===== src/rtl/serial_link_payload_reassembler_if.sv =====
// Serial link receive stream bundle.
// Flit input, payload output and framing-error pulse.
interface serial_link_payload_reassembler_if #(
  parameter int PayloadWidth = 128,
  parameter int FlitWidth    = 32
);
  logic                    flit_valid_i;
  logic                    flit_ready_o;
  logic [FlitWidth-1:0]    flit_data_i;
  logic                    flit_sof_i;
  logic                    payload_valid_o;
  logic                    payload_ready_i;
  logic [PayloadWidth-1:0] payload_data_o;
  logic                    err_sof_o;

  modport master (
    output flit_valid_i,
    output flit_data_i,
    output flit_sof_i,
    output payload_ready_i,
    input  flit_ready_o,
    input  payload_valid_o,
    input  payload_data_o,
    input  err_sof_o
  );

  modport slave (
    input  flit_valid_i,
    input  flit_data_i,
    input  flit_sof_i,
    input  payload_ready_i,
    output flit_ready_o,
    output payload_valid_o,
    output payload_data_o,
    output err_sof_o
  );
endinterface


===== src/rtl/serial_link_payload_reassembler.sv =====
// Reassembles SOF-framed narrow flits into wide payload words.
// Completing flit bypasses the buffer straight into the output register.
module serial_link_payload_reassembler #(
  parameter int PayloadWidth = 128,
  parameter int FlitWidth    = 32
) (
  input logic clk_i,
  input logic rst_ni,
  serial_link_payload_reassembler_if.slave bus
);
  localparam int NumFlits = (PayloadWidth + FlitWidth - 1) / FlitWidth;
  localparam int CntW     = (NumFlits > 1) ? $clog2(NumFlits) : 1;
  localparam int Slots    = (NumFlits > 1) ? NumFlits - 1 : 1;
  localparam int BufW     = NumFlits * FlitWidth;

  typedef enum logic {
    Hunt,
    Collect
  } state_e;

  state_e                    state_q, state_d;
  logic [CntW-1:0]           cnt_q, cnt_d, wr_idx;
  logic [Slots*FlitWidth-1:0] buf_q;
  logic [BufW-1:0]           full;
  logic                      wr_en, complete, restart;
  logic                      flit_ready, fire;
  logic                      pv_q, err_q;
  logic [PayloadWidth-1:0]   pd_q;

  // Slots 0..NumFlits-2 live in buf_q; the last slot is the live flit.
  if (NumFlits > 1) begin : g_multi
    assign full = {bus.flit_data_i, buf_q};
  end else begin : g_single
    assign full = bus.flit_data_i;
  end

  // Next-state, slot selection and flit backpressure.
  always_comb begin
    state_d  = state_q;
    cnt_d    = cnt_q;
    wr_idx   = '0;
    wr_en    = 1'b0;
    complete = 1'b0;
    restart  = 1'b0;
    unique case (state_q)
      Hunt: begin
        if (bus.flit_sof_i) begin
          if (NumFlits == 1) begin
            complete = 1'b1;
          end else begin
            wr_en   = 1'b1;
            cnt_d   = CntW'(1);
            state_d = Collect;
          end
        end
      end
      Collect: begin
        if (bus.flit_sof_i) begin
          restart = 1'b1;
          wr_en   = 1'b1;
          cnt_d   = CntW'(1);
        end else if (cnt_q == CntW'(NumFlits - 1)) begin
          complete = 1'b1;
        end else begin
          wr_en  = 1'b1;
          wr_idx = cnt_q;
          cnt_d  = cnt_q + CntW'(1);
        end
      end
      default: ;
    endcase
    if (complete) begin
      cnt_d   = '0;
      state_d = Hunt;
    end
    flit_ready = !complete | !pv_q | bus.payload_ready_i;
    fire       = bus.flit_valid_i & flit_ready;
    if (!fire) begin
      state_d = state_q;
      cnt_d   = cnt_q;
      wr_en   = 1'b0;
    end
  end

  assign bus.flit_ready_o    = flit_ready;
  assign bus.payload_valid_o = pv_q;
  assign bus.payload_data_o  = pd_q;
  assign bus.err_sof_o       = err_q;

  // FSM state and slot counter.
  always_ff @(posedge clk_i or negedge rst_ni) begin
    if (!rst_ni) begin
      state_q <= Hunt;
      cnt_q   <= '0;
    end else begin
      state_q <= state_d;
      cnt_q   <= cnt_d;
    end
  end

  // Assembly buffer slot writes.
  always_ff @(posedge clk_i or negedge rst_ni) begin
    if (!rst_ni) begin
      buf_q <= '0;
    end else begin
      for (int k = 0; k < Slots; k++) begin
        if (wr_en && wr_idx == CntW'(k)) begin
          buf_q[k*FlitWidth +: FlitWidth] <= bus.flit_data_i;
        end
      end
    end
  end

  // Output register and registered framing-error pulse.
  always_ff @(posedge clk_i or negedge rst_ni) begin
    if (!rst_ni) begin
      pv_q  <= 1'b0;
      pd_q  <= '0;
      err_q <= 1'b0;
    end else begin
      err_q <= fire & restart;
      if (fire & complete) begin
        pv_q <= 1'b1;
        pd_q <= full[PayloadWidth-1:0];
      end else if (bus.payload_ready_i) begin
        pv_q <= 1'b0;
      end
    end
  end
endmodule


===== src/flat_wrapper.sv =====
// flat-port wrapper written by rule: the top's interface ports become plain ports
module serial_link_payload_reassembler_flat 
#(
  parameter int PayloadWidth = 128,
  parameter int FlitWidth    = 32
)
  (clk_i, rst_ni, bus_flit_valid_i, bus_flit_data_i, bus_flit_sof_i, bus_payload_ready_i, bus_flit_ready_o, bus_payload_valid_o, bus_payload_data_o, bus_err_sof_o);
  serial_link_payload_reassembler_if #(.PayloadWidth(PayloadWidth), .FlitWidth(FlitWidth)) bus_i ();
  input logic clk_i;
  input logic rst_ni;
  input wire logic [$bits(bus_i.flit_valid_i)-1:0] bus_flit_valid_i;
  input wire logic [$bits(bus_i.flit_data_i)-1:0] bus_flit_data_i;
  input wire logic [$bits(bus_i.flit_sof_i)-1:0] bus_flit_sof_i;
  input wire logic [$bits(bus_i.payload_ready_i)-1:0] bus_payload_ready_i;
  output wire logic [$bits(bus_i.flit_ready_o)-1:0] bus_flit_ready_o;
  output wire logic [$bits(bus_i.payload_valid_o)-1:0] bus_payload_valid_o;
  output wire logic [$bits(bus_i.payload_data_o)-1:0] bus_payload_data_o;
  output wire logic [$bits(bus_i.err_sof_o)-1:0] bus_err_sof_o;
  assign bus_i.flit_valid_i = bus_flit_valid_i;
  assign bus_i.flit_data_i = bus_flit_data_i;
  assign bus_i.flit_sof_i = bus_flit_sof_i;
  assign bus_i.payload_ready_i = bus_payload_ready_i;
  assign bus_flit_ready_o = bus_i.flit_ready_o;
  assign bus_payload_valid_o = bus_i.payload_valid_o;
  assign bus_payload_data_o = bus_i.payload_data_o;
  assign bus_err_sof_o = bus_i.err_sof_o;
  serial_link_payload_reassembler #(.PayloadWidth(PayloadWidth), .FlitWidth(FlitWidth)) u_core (.clk_i(clk_i), .rst_ni(rst_ni), .bus(bus_i));
endmodule

===== config.mk =====
export PLATFORM = sky130hd
export DESIGN_NAME = serial_link_payload_reassembler_flat
export DESIGN_NICKNAME = d
export VERILOG_FILES = /design/src/rtl/serial_link_payload_reassembler_if.sv /design/src/rtl/serial_link_payload_reassembler.sv /design/src/flat_wrapper.sv
export SDC_FILE = /design/constraint.sdc
export NUM_CORES = 1
export LEC_CHECK = 0
export CAP_MARGIN = 20
export CORE_ASPECT_RATIO = 0.5
export CORE_MARGIN = 4
export CORE_UTILIZATION = 47
export CTS_CLUSTER_SIZE = 40
export DETAILED_ROUTE_END_ITERATION = 10
export PLACE_DENSITY = 0.76
export SYNTH_ARGS = -nofsm -noshare
export SYNTH_HDL_FRONTEND = slang
export SYNTH_SLANG_ARGS = --single-unit

===== constraint.sdc =====
create_clock -name clk_i -period 1.7 [get_ports clk_i]
set_input_delay 0.34 -clock clk_i [delete_from_list [all_inputs] [get_ports clk_i]]
set_output_delay 0.34 -clock clk_i [all_outputs]
set_load 0.05 [all_outputs]

==> results.md, run 1 <==
- Outcome: finished, violations left
- Violated checks: setup timing
- Clk buf depth: 3
- Synth area leaders: dfrtp_1 (65%), mux2_2 (25%), mux2_4 (5.5%)
- Post-synth top flop: dfrtp_1
- FF+latch count, synth: between 200 and 250
- Final wirelength: between 15000 and 20000 um
- Worst r2r dst: u_core.buf_q[42]$_DFFE_PN0P_
- Synth cell types: 29
- Post-Route Setup TNS: -43.76 ns
- Core footprint: 17800 um2
- Peak supply drop: 1160 uV
- Post-route setup slack: -0.280 ns
- Critical R2R Launch: u_core.cnt_q[0]$_DFFE_PN0P_
- Iteration-0 DRC Markers: 130
- Post-layout instance area: around 12000 um2
- Sw Pwr: 10.5 mW
- Drt first pass iters: 4
- Port Buffer Count: 167
- Kind of critical path: flop to flop
- Die ar.: 21100 um2
- Final core occ: 0.672
- Int Pwr: 15.1 mW
- Period utilization: 1.16
- Via count: 5033
- Share of cells above drive strength 1: 0.611
- Worst R2R Setup Slack: -0.28 ns
- Initial Util: 0.492
- Synth warn: 0
- Critical Path Start Type: flop
- Crit end category: flop
- WP data required: approximately 2.1 ns
- Clock share of power: 0.171
- CTS buffer count: 21
- Final ANT Viol Nets: 0
- Syn nets: about 550
- Vias in the first global route: 5638
- Nets: 775
- Synth top area share: 0.653
- Final setup viols: 220
- Worst EP arrival: 2.34 ns
- P_leak: between 6 and 7 nW
- Fillers: 1252
- Combinational Power Share: 0.473
- CTS tree: done
- GPL Wtd Cong: 0.775
- Clock Latency Late Sink: roughly 0.48 ns
- Crit path from: u_core.cnt_q[0]$_DFFE_PN0P_
- Antenna violations before repair: 0
- Max Cap Viol: 0
- Crit-path max FO: 12
- DIE WIDTH: around 200 um
- Min Tclk post-route: 1.98 ns
- Mapped Cells: between 500 and 600
- Placed Cells: 918
- Remaining DRCs: 0
- RSZ-0062 raised after global routing: true
- Mapped Avg Cell Area: 17.3 um2
- Power Density: 2140 nW/um2
- Slew Limit Fails: 0
- Commonest cells after routing, fill and taps aside: dfrtp_1 (228), mux2_2 (162), buf_4 (150)
- Fmax: between 0.5 and 0.6 GHz
- Leading area contributor after synthesis: dfrtp_1
- Post-Syn Area: 8770 um2
- Post-synth EDFFs: 0
- First-pass GRT wire length: 31000 um
- H-Tree Depth: 1
- Fin cells: 982
- Worst hold path type: input port to asynchronous set/reset pin
- Sequential share of power: 0.357
- Cells on worst reg2reg path: 6
- CP endpoint: u_core.buf_q[42]$_DFFE_PN0P_
- Hold Vio Cnt, Final: 0
- Antenna fix cells: 0
- Avg Vias per Cell: 5.13
- Pre-CTS setup slack: -0.620 ns
- IO Pins: between 150 and 200
- Max-slew headroom: 0.771
- Slew at the pin closest to its max-slew limit: 0.344 ns
- Async S/R FF share, synth: 1.00
- Sw Share: 0.409
- Detailed Place HPWL: 12300 um
- Largest net degree at the start of global routing: 68
- GRT Overall Usage: 0.180
- Total grt overflow: 0
- Skew final: 0.00820 ns
- Wire length per cell: 19.7 um
- Clock sink count: around 230
- Dpl cell area: around 11000 um2
- Clock slew at reported path FFs: 0.06 ns
- CTS root buffer: clkbuf_16
- Sequential element share of the synthesized area: 0.653
- Die Y: 105 um
- Area Overhead vs Synth: 36.4%
- Most common cell after layout, fill and taps aside: dfrtp_1
- # rows: 34
power groups by stage:
stage	logic (mW)	clock network (mW)	registers, mW
2_1_floorplan	2.98	0	13.9
4_1_cts	12.1	4.51	9.13
3_3_place_gp	11.3	0	9.10
6_report	12.1	4.37	9.13
5_1_grt	12.6	4.74	9.39
3_5_place_dp	11.5	0	9.18
cell type report:
class / instances / area, um2 / share of cell area
flip-flops and latches: 229 / 5730 / 0.479
inverters: 3 / 11.3 / 0.000941
clock inverters: 2 / 10.0 / 0.000836
clock buffers: 34 / 614 / 0.0513
repair buffers: 230 / 2310 / 0.193
well taps: 234 / 293 / 0.0245
multi-input cells: 250 / 3000 / 0.250
routing by layer:
metal | vias to the layer above | track usage | routed length (um)
met5 | - | 0 | 0
met1 | 2668 | 0.237 | 8550
met3 | 21 | 0.0356 | 712
met4 | 0 | 0.0312 | 283
met2 | 85 | 0.319 | 9800
li1 | 2259 | - | -
what timing repair did:
item / in CTS / in global routing
setup buffers: 17 / 6
hold buffers: 1 / 0
hold endpoints to repair: 219 / 0
resized for setup: 62 / 8
pin swaps: 3 / 2
setup endpoints to repair: 218 / 225
cloned: 6 / 3
sequential cells by signal, summed over array words and instances, names as in the netlist:
signal / flops
u_core.bus.payload_data_o: 128
u_core.buf_q: 96
u_core.cnt_q: 2
u_core.bus.err_sof_o: 1
u_core.bus.payload_valid_o: 1
u_core.state_q: 1
worst max-delay path, cell delays in order, from the launching register on:
cell       delay [ns]
dfrtp_1          0.37
buf_4            0.14
inv_2            0.06
ha_4             0.17
or4b_4           0.60
clkbuf_16        0.23
mux2_4           0.30
cell usage after synthesis, types with 2 or more instances:
library cell / count
and2b_1: 2
clkbuf_1: 2
buf_6: 4
inv_1: 3
mux2_2: 192
ha_1: 3
o21ai_0: 2
nand3_1: 2
buf_2: 16
dfrtp_1: 229
mux2_4: 32
nand2_1: 2
buf_12: 3
cell families (layout without fill, tap and decap cells):
| logic type | count (synthesis) | in the layout | share of synthesized area |
|---|---|---|---|
| AO/OA/AOI/OAI | 6 | 6 | 0.00428 |
| adder cells (fa/ha/maj) | 3 | 3 | 0.00428 |
| buffers and inverters | 29 | 269 | 0.0241 |
| flip-flops | 229 | 229 | 0.653 |
| multiplexers | 224 | 224 | 0.301 |
| AND/OR/NAND/NOR | 17 | 17 | 0.0131 |
metrics by stage:
stage	hold WS, ns	power (mW)
4_1_cts	0.257	25.7
5_1_grt	0.279	26.8
2_1_floorplan	0.0444	16.9
3_5_place_dp	0.177	20.7
6_report	0.273	25.6
3_3_place_gp	0.174	20.4
worst min path at each step:
stage / end / depth (start not counted) / startpoint
floorplan: u_core.buf_q[0]$_DFFE_PN0P_ / 0 / rst_ni
global placement: u_core.bus.payload_data_o[2]$_DFFE_PN0P_ / 1 / rst_ni
detailed placement: u_core.bus.payload_data_o[2]$_DFFE_PN0P_ / 1 / rst_ni
CTS: u_core.bus.payload_data_o[127]$_DFFE_PN0P_ / 2 / rst_ni
global route: u_core.bus.payload_data_o[2]$_DFFE_PN0P_ / 2 / rst_ni
finish: u_core.bus.payload_data_o[2]$_DFFE_PN0P_ / 2 / rst_ni
No activity file was read; power rests on OpenSTA's default activity.
==> run 2, diff against run 1 <==
- CELL_PAD_IN_SITES_DETAIL_PLACEMENT: default -> 1
- CELL_PAD_IN_SITES_GLOBAL_PLACEMENT: default -> 1
- CORE_UTILIZATION: 47 -> 39
- PLACE_DENSITY: 0.76 -> default
- PLACE_DENSITY_LB_ADDON: default -> 0.1
==> run 2 against run 1 <==
Against the previous run: the run still ends with setup timing left; hold slack improved by 0.0078 ns; clock skew up 0.012 ns; non-clock buffer count up 4; first-iteration DRC count increased by 26%; routed wire length up 12%; power grew 5.3%; utilization is 9.7 points lower; design area is 5.1% higher; register-to-register slack got worse by 0.06 ns.
==> results.md, run 2 (synthesis gave the netlist of run 1 again) <==
- Outcome: finished, violations left
- Violated checks: setup timing
- Post-route setup slack: -0.343 ns
- Die Y: about 110 um
- Via count: 5077
- Clock Latency Late Sink: 0.52 ns
- Fin cells: 1053
- Avg Vias per Cell: 4.82
- Final setup viols: 226
- Critical Path Start Type: flop
- Iteration-0 DRC Markers: 164
- Crit end category: flop
- Placed Cells: 980
- Period utilization: 1.20
- Antenna fix cells: 0
- Nets: 780
- CP max stage cell: or4b_4
- RSZ-0062 raised after global routing: true
- Area Overhead vs Synth: 43.3%
- Peak supply drop: approximately 1100 uV
- Most common cell after layout, fill and taps aside: dfrtp_1
- CTS tree: done
- Vias in the first global route: 5714
- GPL Wtd Cong: 0.758
- Clock slew at reported path FFs: 0.07 ns
- DIE WIDTH: between 200 and 250 um
- Dpl cell area: 10800 um2
- Drt first pass iters: 4
- Remaining DRCs: 0
- Core footprint: 21900 um2
- Slew Limit Fails: 0
- Antenna violations before repair: 0
- CTS root buffer: clkbuf_16
- Post-Route Setup TNS: -57.19 ns
- Die ar.: 25100 um2
- Max-slew headroom: 0.771
- IO Pins: 168
- CP top delay family: simple AND/OR/NAND/NOR gates
- Crit-path max FO: 6
- Min Tclk post-route: 2.04 ns
- Clk buf depth: 3
- Post-layout instance area: between 10000 and 15000 um2
- P_leak: 6.48 nW
- Worst EP arrival: 2.44 ns
- Kind of critical path: flop to flop
- Clock sink count: 229
- Skew final: 0.0199 ns
- CTS buffer count: 22
- GRT Overall Usage: 0.164
- Total grt overflow: 0
- Wire length per cell: just over 20 um
- Port Buffer Count: 167
- Final core occ: 0.575
- CP Cell Sequence: buf_6 > ha_4 > or4b_4 > clkbuf_16 > mux2_2
- CP max stage delay: ~0.67 ns
- Initial Util: 0.401
- Bufs and invs on worst path: 2
- Worst hold path type: input port to asynchronous set/reset pin
- Critical R2R Launch: u_core.cnt_q[0]$_DFFE_PN0P_
- First-pass GRT wire length: ~33000 um
- H-Tree Depth: 1
- Fmax: 0.489 GHz
- # rows: 38
- Largest net degree at the start of global routing: 64
- Max reg flops: 128
- Final wirelength: 21700 um
- Detailed Place HPWL: 12800 um
- Hold Vio Cnt, Final: 0
- Power Density: 2140 nW/um2
- Max Cap Viol: 0
- Crit path from: u_core.cnt_q[0]$_DFFE_PN0P_
- WP data required: 2.09 ns
- Final ANT Viol Nets: 0
- Share of cells above drive strength 1: 0.623
- Commonest cells after routing, fill and taps aside: dfrtp_1 (228), buf_4 (146), mux2_4 (139)
- Slew at the pin closest to its max-slew limit: 0.343 ns
-- run 2: worst paths after layout --
kind	to	cells past startpoint	slack (ns)
setup / recovery	u_core.buf_q[87]$_DFFE_PN0P_	5	-0.34
hold / removal	u_core.cnt_q[0]$_DFFE_PN0P_	2	0.28
setup reg to reg	u_core.buf_q[87]$_DFFE_PN0P_	5	-0.34
hold reg to reg	u_core.bus.payload_data_o[9]$_DFFE_PN0P_	1	0.50
max in group asynchronous	u_core.bus.payload_data_o[79]$_DFFE_PN0P_	3	0.79
min in group clk_i	u_core.bus.payload_data_o[9]$_DFFE_PN0P_	1	0.50
-- run 2: metrics by stage --
step	total power, mW	hold WS [ns]	worst slack [ns]
after global placement	20.5	0.221	-0.627
after detailed placement	20.8	0.222	-0.671
after CTS	26.4	0.261	-0.320
final	27.0	0.281	-0.343
after global routing	28.3	0.296	-0.382
after floorplan	16.9	0.0444	-0.124
-- run 2: routing by layer --
metal  share of wire  GRT usage
met4           0.013     0.0255
met2            0.50      0.282
met3           0.038     0.0400
met1            0.45      0.219
met5               0          0
-- run 2: final cells by class --
type / count / area (um2)
fill: 2041 / 9290
multi-input combinational: 250 / 3300
sequential: 229 / 5730
timing repair buffer: 234 / 2430
tap: 300 / 375
inverter: 3 / 16.3
clock inverter: 5 / 57.6
clock buffer: 32 / 669
-- run 2: worst reg2reg max path: cells and delay by family (launching register included) --
| kind | cells | cell delay [ns] |
|---|---|---|
| DFF | 1 | 0.43 |
| adders and majority gates | 1 | 0.16 |
| muxes | 1 | 0.27 |
| buffers and inverters | 2 | 0.39 |
| and+or+nand+nor | 1 | 0.67 |
-- run 2: timing repair --
action,in CTS,in global routing
hold buffers,1,0
setup endpoints to repair,224,226
gates resized for setup,60,92
buffers inserted,12,14
pin swaps,3,1
hold endpoints to repair,32,0
cloned,7,10
-- run 2: power by group --
part,switching (mW),internal (mW)
logic,7.35,5.43
clock network,2.09,2.88
registers,1.40,7.80
total,10.8,16.1
